`src/rtl/shift_pkg.sv`:
```
// Shared types for the shift sequencer.
package shift_pkg;

    localparam int DATA_W = 16;

    typedef enum logic [1:0] {
        SH_LOG,
        SH_ARI,
        SH_ROT,
        SH_RCL
    } shift_mode_t;

    typedef enum logic [1:0] {
        S_IDLE,
        S_SHIFT,
        S_DONE
    } seq_state_t;

endpackage

```
`src/rtl/bshifter16.sv`:
```
// Single-step 16-bit shifter: one bit per call, fill bit i, ejected bit o.
module bshifter16 (
    input  logic [15:0] a,
    input  logic        ssl,
    input  logic        i,
    output logic [15:0] res,
    output logic        o
);

    assign res = ssl ? {a[14:0], i} : {i, a[15:1]};
    assign o   = ssl ? a[15] : a[0];

endmodule

```
`src/rtl/shift_seq16.sv`:
```
// Multi-bit shift/rotate sequencer, one bshifter16 step per clock.
module shift_seq16
    import shift_pkg::*;
#(
    parameter int AMT_W = 4
) (
    input  logic             clk,
    input  logic             rst_n,
    input  logic             in_valid,
    output logic             in_ready,
    input  logic [15:0]      in_data,
    input  logic [AMT_W-1:0] in_amt,
    input  logic             in_left,
    input  logic [1:0]       in_mode,
    input  logic             in_cin,
    output logic             out_valid,
    input  logic             out_ready,
    output logic [15:0]      out_data,
    output logic             out_carry,
    output logic             busy
);

    seq_state_t        state;
    shift_mode_t       mode_q;
    logic [DATA_W-1:0] data;
    logic [AMT_W-1:0]  cnt;
    logic              carry;
    logic              left_q;
    logic              fill;
    logic [DATA_W-1:0] step_res;
    logic              step_o;

    bshifter16 u_step (
        .a   (data),
        .ssl (left_q),
        .i   (fill),
        .res (step_res),
        .o   (step_o)
    );

    // Rotate fill comes from the data register, never from o.
    always_comb begin
        fill = 1'b0;
        unique case (mode_q)
            SH_LOG: fill = 1'b0;
            SH_ARI: fill = left_q ? 1'b0 : data[15];
            SH_ROT: fill = left_q ? data[15] : data[0];
            SH_RCL: fill = carry;
        endcase
    end

    always_ff @(posedge clk or negedge rst_n) begin
        if (!rst_n) begin
            state  <= S_IDLE;
            mode_q <= SH_LOG;
            data   <= '0;
            cnt    <= '0;
            carry  <= 1'b0;
            left_q <= 1'b0;
        end else begin
            case (state)
                S_IDLE: begin
                    if (in_valid) begin
                        data   <= in_data;
                        cnt    <= in_amt;
                        left_q <= in_left;
                        mode_q <= shift_mode_t'(in_mode);
                        carry  <= (in_mode == SH_RCL) ? in_cin : 1'b0;
                        state  <= (in_amt == '0) ? S_DONE : S_SHIFT;
                    end
                end
                S_SHIFT: begin
                    data  <= step_res;
                    carry <= step_o;
                    cnt   <= cnt - AMT_W'(1);
                    if (cnt == AMT_W'(1))
                        state <= S_DONE;
                end
                S_DONE: begin
                    if (out_ready)
                        state <= S_IDLE;
                end
                default: state <= S_IDLE;
            endcase
        end
    end

    assign in_ready  = (state == S_IDLE);
    assign out_valid = (state == S_DONE);
    assign busy      = (state != S_IDLE);
    assign out_data  = data;
    assign out_carry = carry;

endmodule

```
`config.mk`:
```
export PLATFORM = sky130hd
export DESIGN_NAME = shift_seq16
export DESIGN_NICKNAME = d
export VERILOG_FILES = /design/src/rtl/shift_pkg.sv /design/src/rtl/bshifter16.sv /design/src/rtl/shift_seq16.sv
export SDC_FILE = /design/constraint.sdc
export NUM_CORES = 1
export LEC_CHECK = 0
export BUFFER_PORTS_ARGS = -buffer_cell sky130_fd_sc_hd__buf_2
export CORE_MARGIN = 5
export CORE_UTILIZATION = 55
export CTS_CLUSTER_DIAMETER = 50
export CTS_CLUSTER_SIZE = 14
export DETAILED_ROUTE_END_ITERATION = 10
export HOLD_SLACK_MARGIN = 0.1
export MAX_ROUTING_LAYER = met4
export PLACE_DENSITY_LB_ADDON = 0.2
export SLEW_MARGIN = 20
export SYNTH_ARGS = -nofsm -noshare
export SYNTH_HDL_FRONTEND = slang
export SYNTH_SLANG_ARGS = --single-unit
export TNS_END_PERCENT = 30
```
`constraint.sdc`:
```
create_clock -name clk -period 3.2 [get_ports clk]
set_input_delay 0.96 -clock clk [delete_from_list [all_inputs] [get_ports clk]]
set_output_delay 0.96 -clock clk [all_outputs]
set_load 0.03 [all_outputs]
```
---- Word level (Yosys, flattened, before mapping) ----
Cells that the tools add are included.
word-level totals
  input port bits ......................... 28
  output and inout port bits .............. 20
  logic and storage cells ................. 41
  register bits ........................... 26
operators by class
  eq/ne operators ......................... 10
  reductions and logical operators ........ 8
  muxes and demuxes ....................... 16
  add/subtract/negate cells ............... 1
operators with widths
  kind                 count
  $mux 16              2
  $pmux 16 s2          1
  $eq 2x2->1 const B   4
  $mux 2               4
  $pmux 4 s2           1
  $pmux 2 s3           1
  $eq 2x1->1 const B   2
  $eq 4x1->1 const B   1
  $logic_not 2->1      2
  $logic_not 4->1      1
  $mux 1               4
  $mux 4               1
  $ne 2x2->1 const B   2
  $pmux 1 s4           1
  $reduce_and 2->1     2
  $reduce_bool 2->1    2
  $sub 4x1->4 const B  1
  $reduce_and 3->1     1
  $ne 2x1->1 const B   1
  $pmux 1 s2           1

---- Depth between registers and ports, before layout ----
Gate-level depths: netlist of the first run.
  word-level depth ........................ 4
  depth in mapped cells ................... 5
  mapped depth without buffers ............ 5

---- Cells and area by module ----
From an unflattened synthesis of the first run, not the netlist that was laid out.
unflattened totals
  cells, all modules ...................... 148
  area total of the unflattened synthesis .. 1,597.8 um2
modules (own cells, without submodules)
  module       cells each  area an instance (um2)  times used
  shift_seq16  129         1,337.5                 1
  bshifter16   19          260.2                   1

---- Worst setup path before layout of the first run ----
Ideal clock, no wire load.
  path kind ............................... flip-flop to output port
  start ................................... reg state[1]
  end ..................................... out busy
  data arrival time ....................... 1,337 ps
  cell stages (with the launch flop) ...... 4
  buffers on the path ..................... 1
  setup slack ............................. 903 ps
  required time ........................... 2,240 ps
  cells stage by stage .................... dfrtp_1 > buf_2 > nor2_1 > inv_1
on the way
  cells in the longest elaborated chain, start to end .. 1
RTL lines
  what                    line               text
  start, declared         shift_seq16.sv:23  seq_state_t state;
  start signal, assigned  shift_seq16.sv:69  state <= (in_amt == '0) ? S_DONE : S_SHIFT;
  $reduce_bool 2->1       shift_seq16.sv:90  assign busy = (state != S_IDLE);
  end, declared           shift_seq16.sv:20  output logic busy
No other way between the ends.

---- Final worst setup path of the first run ----
  start ................................... reg state[1]
  end ..................................... out out_valid
on the way
  cells in the longest elaborated chain, start to end .. 1
RTL lines
  what           line               text
  $eq 2x2->1     shift_seq16.sv:89  assign out_valid = (state == S_DONE);
  end, declared  shift_seq16.sv:16  output logic out_valid,
No other way between the ends.

==> results of run 1 <==
critical path: cells and delay by family (launching register included):
family	cells	cell delay, ps
flops	1	690
buf+inv	2	480
simple gates	1	170
metrics by stage:
stage | cell area, µm² | setup slack [ps] | utilization | power, mW
floorplan | 1580 | 903 | - | 1.60
global placement | 1760 | 770 | 0.640 | 1.81
detailed placement | 1760 | 753 | 0.640 | 1.86
CTS | 1790 | 626 | 0.648 | 2.00
global route | 1790 | 525 | 0.648 | 2.15
finish | 1790 | 584 | 0.648 | 2.00
sequential cells by signal, summed over array words and instances, names as in the netlist:
name       count
mode_q         2
left_q         1
state          2
out_carry      1
out_data      16
cnt            4
logic make-up after synthesis:
group,synth area share
compound gates,0.268
flops,0.413
simple gates,0.0906
buf+inv,0.0707
mux,0.141
fa+ha+maj,0.0159
worst max path at each step:
stage,endpoint,slack [ps],from,depth (start not counted)
after global routing,out_valid,530,state[1]$_DFFE_PN0P_,3
after global placement,cnt[2]$_DFFE_PN0P_,770,in_valid,4
after detailed placement,cnt[2]$_DFFE_PN0P_,750,in_valid,4
after floorplan,busy,900,state[1]$_DFFE_PN0P_,3
after CTS,out_valid,630,state[1]$_DFFE_PN0P_,3
final,out_valid,580,state[1]$_DFFE_PN0P_,3
area by class of cell:
type | instances | share of cell area
Clock buffer | 3 | 0.0126
Sequential cell | 26 | 0.364
Multi-Input combinational cell | 113 | 0.455
Tap cell | 31 | 0.0217
Timing Repair Buffer | 47 | 0.132
Inverter | 7 | 0.0147
layer usage:
metal,vias up,share of wire
met5,-,0
met4,0,0.0074
met1,703,0.41
li1,688,-
met2,62,0.51
met3,4,0.066
power groups by stage:
stage | Combinational (mW) | Sequential (mW) | Clock [mW]
after floorplan | 0.765 | 0.835 | 0
after global placement | 1.08 | 0.732 | 0
after detailed placement | 1.11 | 0.746 | 0
after CTS | 1.11 | 0.737 | 0.145
after global routing | 1.22 | 0.770 | 0.161
final | 1.11 | 0.743 | 0.141
cell usage in the layout (no fill, tap or decap), types with 2 or more instances in the layout:
cell type,n
inv_1,6
nor2b_1,5
o22ai_1,29
nand2b_1,2
mux2i_1,2
dfrtp_1,26
nand2_1,3
clkbuf_4,3
o21ai_1,4
nor2_1,5
mux2_1,9
a2bb2oi_1,2
buf_2,47
mux2_2,9
and3b_1,2
nand3_1,2
a22oi_1,2
o21ai_0,4
ha_1,2
a21oi_1,16
==> impl_metrics.ini, run 1 <==
[setup_path]
cpMaxStageDelayCell = dfrtp_1
crit_type = reg2out
reg2reg_from = state[1]$_DFFE_PN0P_
crit_arrival_ps = 1660
reg2reg_slack_ps = 1410
rr_worst_depth = 3
crit_required_ps = 2240
worstPathMaxFanout = 17
path_cells = inv_2 > nor2_1 > buf_2
crit_path_end_kind = output port
slowest_delay_ps = 690
r2r-end = out_data[0]$_DFFE_PN0P_
cp-start-kind = flop

[finish]
final_nets = 228
multiInputGateArea_um2 = 813
final_cells = 227
fillers = 228
n_antenna_cell = 0
drive_gt1_frac = 0.321
area_growth_pct = 13.4
seqCellArea_um2 = 651

[timing]
finalMaxSlewViolations = 0
clock_skew_ps = 2.77
whs_ps = 571
hold_viol = 0
slew_headroom = 0.517
fmax_mhz = 382
period_share = 0.817
finalCriticalPeriod_ps = 2620
setup_viol = 0
tightest_slew_ps = 725
finalSetupTns_ps = 0
rsz0062_at_grt = false

[floorplanning]
fp-row-count = 19
num_io_pins = 48
die_area_mm2 = 0.00403
start_util = 0.571
coreArea_mm2 = 0.00276
die_h_um = 63.5
chipWidth_um = 63.5

[global_routing]
antenna_found_initial = 0
grt_usage = 0.201
grt_max_degree = 27
busiest_layer = met2
grt-ovfl-total = 0
grt_util_met3 = 0.0409
grt_first_pass_wirelength_um = 6540
met2_usage = 0.336
grt_pass1_vias = 1539
met1_usage = 0.232

[synthesis]
synth_area_leaders = dfrtp_1, o22ai_1, mux2_1
synth_area_leader_cell = dfrtp_1
synth_top_area_frac = 0.413
netlist_area_mm2 = 0.00158
synth_most_common_cell = o22ai_1
yosysWarnings = 0
synth_edf_count = 0
ys_seq_elements = 26
synthArstFlopShare = 1.00
ys_types = 38
ys.flop_type = dfrtp_1
syn_inst = 159
synthesis.nets = 189
seq_area_frac_synth = 0.413
syn_avg_cell_area_um2 = 9.91
synthTopCellsByCount = o22ai_1, dfrtp_1, a21oi_1

[clock_tree]
clkSinkCount = 26
insertion_delay_ps = 320
cts_tree = done
root_buffer = clkbuf_4
cts_hold_buf = 0
cts_setup_buffers = 0
numCtsBuffers = 3
cts_buffer_depth = 2
clk_pin_slew_worst_paths_ps = 140
cts_resized = 0
h-tree-depth = 1

[power]
p_clk_frac = 0.071
power.share.sequential = 0.372
comb_power_share = 0.557
p_int_mw = 1.01
p_per_area_mw_per_mm2 = 1120
switching_share = 0.496
switchingPower_uw = 989
p_leak_nw = 0.762
vdd_ir_drop_max_mv = 0.822

[job]
drv_cap = 0

[drt]
wl_um = 3920
drc = 0
drtPass1Iterations = 4
first_iter_violations = 63
detail_route.vias_per_cell = 6.42
vias = 1457
ant_nets = 0
wl_per_cell_um = 17.3

[place]
dp.cells = 224
port_buffers = 47
dp_hpwl_um = 2710
place_congestion = 0.787

[hold_path]
holdCritStartpoint = cnt[1]$_DFFE_PN0P_
holdPathEnd = cnt[1]$_DFFE_PN0P_
hold_class = reg2reg
holdPathStages = 2

[outcome]
outcome = completed
Power figures use the tool's default switching activity.
==> inputs of run 2 (changes only) <==
Settings changed: CORE_UTILIZATION 55 to 46.
Clock period 3.2 ns to 2.2 ns, I/O delays scaled along.
==> run 2 against run 1 <==
Combinational power is 50% higher; via count down 1.3%; hold slack lost 260 ps; clock power rose by 140%; sequential share of layout area shrank 1.8 points; core utilization decreased by 8.4 points; total power increased by 54%; setup slack got worse by 350 ps; critical path depth stayed put; sequential power up 44%; sequential cell count unchanged; largest cell class unchanged; largest power group unchanged.
==> impl_metrics.ini, run 2 (synthesized netlist as in run 1, its figures left out) <==
[clock_tree]
clk_pin_slew_worst_paths_ps = 160
insertion_delay_ps = 330
numCtsBuffers = 3
cts_setup_buffers = 0
clkSinkCount = 26
h-tree-depth = 1
root_buffer = clkbuf_4
cts_resized = 0
cts_hold_buf = 0
cts_tree = done
cts_buffer_depth = 2

[timing]
finalCriticalPeriod_ps = 1970
period_share = 0.894
finalMaxSlewViolations = 0
tightest_slew_ps = 724
slew_headroom = 0.517
fmax_mhz = 508
hold_viol = 0
setup_viol = 0
rsz0062_at_grt = false
whs_ps = 310
finalSetupTns_ps = 0
clock_skew_ps = 4.93

[finish]
final_core_util = 0.564
final_common_cell = buf_2
final_nets = 234
largest_reg_flops = 16
n_antenna_cell = 0
drive_gt1_frac = 0.345
area_growth_pct = 19.4
layout_common_cells = buf_2, o22ai_1, dfrtp_1

[drt]
drc = 0
first_iter_violations = 71
wl_per_cell_um = 16.3
wl_um = 4060
detail_route.vias_per_cell = 5.78
drtPass1Iterations = 4
ant_nets = 0
vias = 1438

[global_routing]
grt-ovfl-total = 0
grt_first_pass_wirelength_um = 6530
grt_max_degree = 27
antenna_found_initial = 0
grt_pass1_vias = 1365
grt_usage = 0.186

[setup_path]
slowest_delay_ps = 580
crit_required_ps = 1540
rr_worst_depth = 3
path_cells = inv_2 > nor2_1 > buf_2
cpMaxStageDelayCell = dfrtp_1
cp_top_family = flip-flops
cp-start-kind = flop
reg2reg_from = left_q$_DFFE_PN0P_
worstPathMaxFanout = 11
crit_arrival_ps = 1310
crit_type = reg2out
r2r-end = out_carry$_DFFE_PN0P_
reg2reg_slack_ps = 600
crit_path_end_kind = output port
path_buf_inv = 2

[floorplanning]
chipWidth_um = 68.5
start_util = 0.472
die_area_mm2 = 0.00469
coreArea_mm2 = 0.00334
die_h_um = 68.5
num_io_pins = 48
fp-row-count = 21

[outcome]
outcome = completed

[place]
place_congestion = 0.834
port_buffers = 47
dp_hpwl_um = 2900

[power]
finalPower_mw = 3.08
vdd_ir_drop_max_mv = 0.639
p_leak_nw = 0.805
p_per_area_mw_per_mm2 = 1640

[hold_path]
hold_class = in2async

[job]
drv_cap = 0
==> run 2: cell types whose count changed in the layout (fill, tap and decap cells not counted) <==
cell | previous run | this run
buf_4 | 0 | 6
bufinv_16 | 0 | 1
==> run 2: worst max path at each step <==
stage / to / cells past startpoint / slack [ps] / startpoint
global placement: mode_q[0]$_DFFE_PN0P_ / 3 / 500 / in_valid
global route: busy / 3 / 130 / state[0]$_DFFE_PN0P_
floorplan: busy / 3 / 200 / state[1]$_DFFE_PN0P_
finish: out_valid / 3 / 230 / state[1]$_DFFE_PN0P_
detailed placement: mode_q[0]$_DFFE_PN0P_ / 3 / 410 / in_valid
CTS: busy / 3 / 230 / state[0]$_DFFE_PN0P_
==> run 2: cell type report <==
type	instances	area [µm²]
clock inverters	1	30.0
clock buffers	3	22.5
multi-input cells	113	813
repair buffers	53	280
fillers	316	1460
well taps	46	57.6
inverters	7	26.3
flip-flops and latches	26	651
==> run 2: metal layers <==
metal	global-route usage	vias up	wire, µm
met4	0.0422	0	13
met1	0.255	688	1880
met2	0.294	48	1920
met5	-	-	0
met3	0.0194	2	248
li1	-	700	-
==> run 2: power by group <==
part / internal (mW) / switching [mW]
Combinational: 0.733 / 0.938
Sequential: 0.711 / 0.359
Clock: 0.184 / 0.157
==> run 2: stage by stage <==
stage	setup slack, ps	std cells	cell area, µm²
6_report	233	249	1880
5_1_grt	129	249	1880
4_1_cts	230	249	1880
3_5_place_dp	411	245	1830
3_3_place_gp	500	245	1830
2_1_floorplan	203	159	1580
==> inputs of run 3 (changes only) <==
--- a/config.mk
+++ b/config.mk
@@ -7,3 +7,3 @@
 export LEC_CHECK = 0
-export BUFFER_PORTS_ARGS = -buffer_cell sky130_fd_sc_hd__buf_2
+export BUFFER_PORTS_ARGS = -buffer_cell sky130_fd_sc_hd__clkbuf_2
 export CORE_MARGIN = 5
@@ -15,3 +15,3 @@
 export MAX_ROUTING_LAYER = met4
-export PLACE_DENSITY_LB_ADDON = 0.2
+export PLACE_DENSITY = 0.8
 export SLEW_MARGIN = 20
==> constraint.sdc (replaced) <==
create_clock -name clk -period 2.2 [get_ports clk]
set_input_delay 0.22 -clock clk [delete_from_list [all_inputs] [get_ports clk]]
set_output_delay 0.22 -clock clk [all_outputs]
set_load 0.03 [all_outputs]
==> run 3 against run 2 <==
Register-to-register slack got worse by 190 ps; core utilization decreased by 0.79 points; critical path type unchanged; die area stayed put; non-clock buffer count fell by 2; fmax increased by 7.8%; clock power is 26% lower; sequential power is essentially flat; cell count fell by 0.80%; wire length shrank 4.3%; critical path depth did not move; combinational power down 3%; sequential share of layout area grew 0.49 points.
==> impl_metrics.ini, run 3 (synthesized netlist as in run 1, its figures left out) <==
[drt]
detail_route.vias_per_cell = 5.77
first_iter_violations = 77
wl_um = 3890
vias = 1424
drtPass1Iterations = 4
wl_per_cell_um = 15.7
ant_nets = 0
drc = 0

[finish]
final_cells = 247
area_growth_pct = 17.7
final_nets = 232
largest_reg_flops = 16
layout_common_cells = clkbuf_2, o22ai_1, dfrtp_1
final_common_cell = clkbuf_2
n_antenna_cell = 0
drive_gt1_frac = 0.328

[place]
port_buffers = 47
dp_hpwl_um = 2660
dp.cells = 241
place_congestion = 0.813

[floorplanning]
fp-row-count = 21
die_area_mm2 = 0.00469
chipWidth_um = 68.5
coreArea_mm2 = 0.00334
die_h_um = 68.5
start_util = 0.472
num_io_pins = 48

[setup_path]
worstPathMaxFanout = 17
crit_required_ps = 1980
crit_type = reg2out
cp-start-kind = flop
crit_path_end_kind = output port
crit_arrival_ps = 1600

[hold_path]
hold_class = in2reg

[timing]
setup_viol = 0
finalSetupTns_ps = 0
finalCriticalPeriod_ps = 1820
hold_viol = 0
fmax_mhz = 548
period_share = 0.829
clock_skew_ps = 7.67
finalMaxSlewViolations = 0
rsz0062_at_grt = false
slew_headroom = 0.537
tightest_slew_ps = 694

[job]
drv_cap = 0

[clock_tree]
root_buffer = clkbuf_4
h-tree-depth = 1
numCtsBuffers = 3
cts_tree = done
cts_setup_buffers = 0
clk_pin_slew_worst_paths_ps = 140
clkSinkCount = 26
insertion_delay_ps = 340
cts_resized = 0
cts_buffer_depth = 2

[global_routing]
grt-ovfl-total = 0
grt_usage = 0.179
grt_first_pass_wirelength_um = 6120
grt_max_degree = 27
antenna_found_initial = 0
grt_pass1_vias = 1354

[outcome]
outcome = completed

[power]
p_leak_nw = 0.802
vdd_ir_drop_max_mv = 0.710
p_per_area_mw_per_mm2 = 1590
[run 3: cell count changes in the layout (fill, tap and decap cells not counted), sizes merged]
cell         previous run  this run
dlygate4sd3             0         2
bufinv                  1         0
clkbuf                  3        51
buf                    53         2
[run 3: final cells by class]
class / instances / area, µm²
inverters: 7 / 26.3
multi-input cells: 113 / 813
repair buffers: 51 / 270
flip-flops and latches: 26 / 651
fillers: 318 / 1480
clock buffers: 4 / 36.3
well taps: 46 / 57.6
[run 3: timing repair]
item	CTS	global route
hold buffers	2	0
hold endpoints to repair	27	0
endpoints found under the setup margin	0	0
[run 3: worst paths after layout]
kind                                       from                       to  slack [ps]  cells after the start
max                        state[1]$_DFFE_PN0P_                out_valid         380                      3
min                                  in_mode[0]    mode_q[0]$_DFFE_PN0P_         110                      2
max reg2reg                state[1]$_DFFE_PN0P_  out_data[0]$_DFFE_PN0P_         410                      3
min reg2reg                  cnt[1]$_DFFE_PN0P_       cnt[1]$_DFFE_PN0P_         560                      2
max in group asynchronous                 rst_n  out_data[6]$_DFFE_PN0P_        1330                      2
min in group asynchronous                 rst_n  out_data[0]$_DFFE_PN0P_         440                      2
[run 3: routing by layer]
metal	wire, µm	global-route usage	up-vias
met4	51	0.0645	0
met3	219	0.0243	5
met5	0	-	-
met2	1890	0.281	54
met1	1730	0.235	673
li1	-	-	692
[run 3: metrics by stage]
stage / hold slack [ps] / util / total power [mW] / area (µm²) / setup WS [ps]
2_1_floorplan: -75.6 / - / 2.33 / 1580 / 643
3_3_place_gp: 275 / 0.539 / 2.66 / 1800 / 488
3_5_place_dp: 284 / 0.539 / 2.69 / 1800 / 437
4_1_cts: 118 / 0.556 / 2.95 / 1850 / 379
5_1_grt: 111 / 0.556 / 3.18 / 1850 / 217
6_report: 112 / 0.556 / 2.95 / 1850 / 375
[run 3: critical path, cell delays in order, from the launching register on]
cell,delay [ps]
dfrtp_1,660
inv_2,250
nor2_1,150
clkbuf_2,220
[run 3: power breakdown]
group | switching [mW] | internal [mW]
registers | 0.365 | 0.711
clock network | 0.152 | 0.102
logic | 0.919 | 0.701
total | 1.44 | 1.51
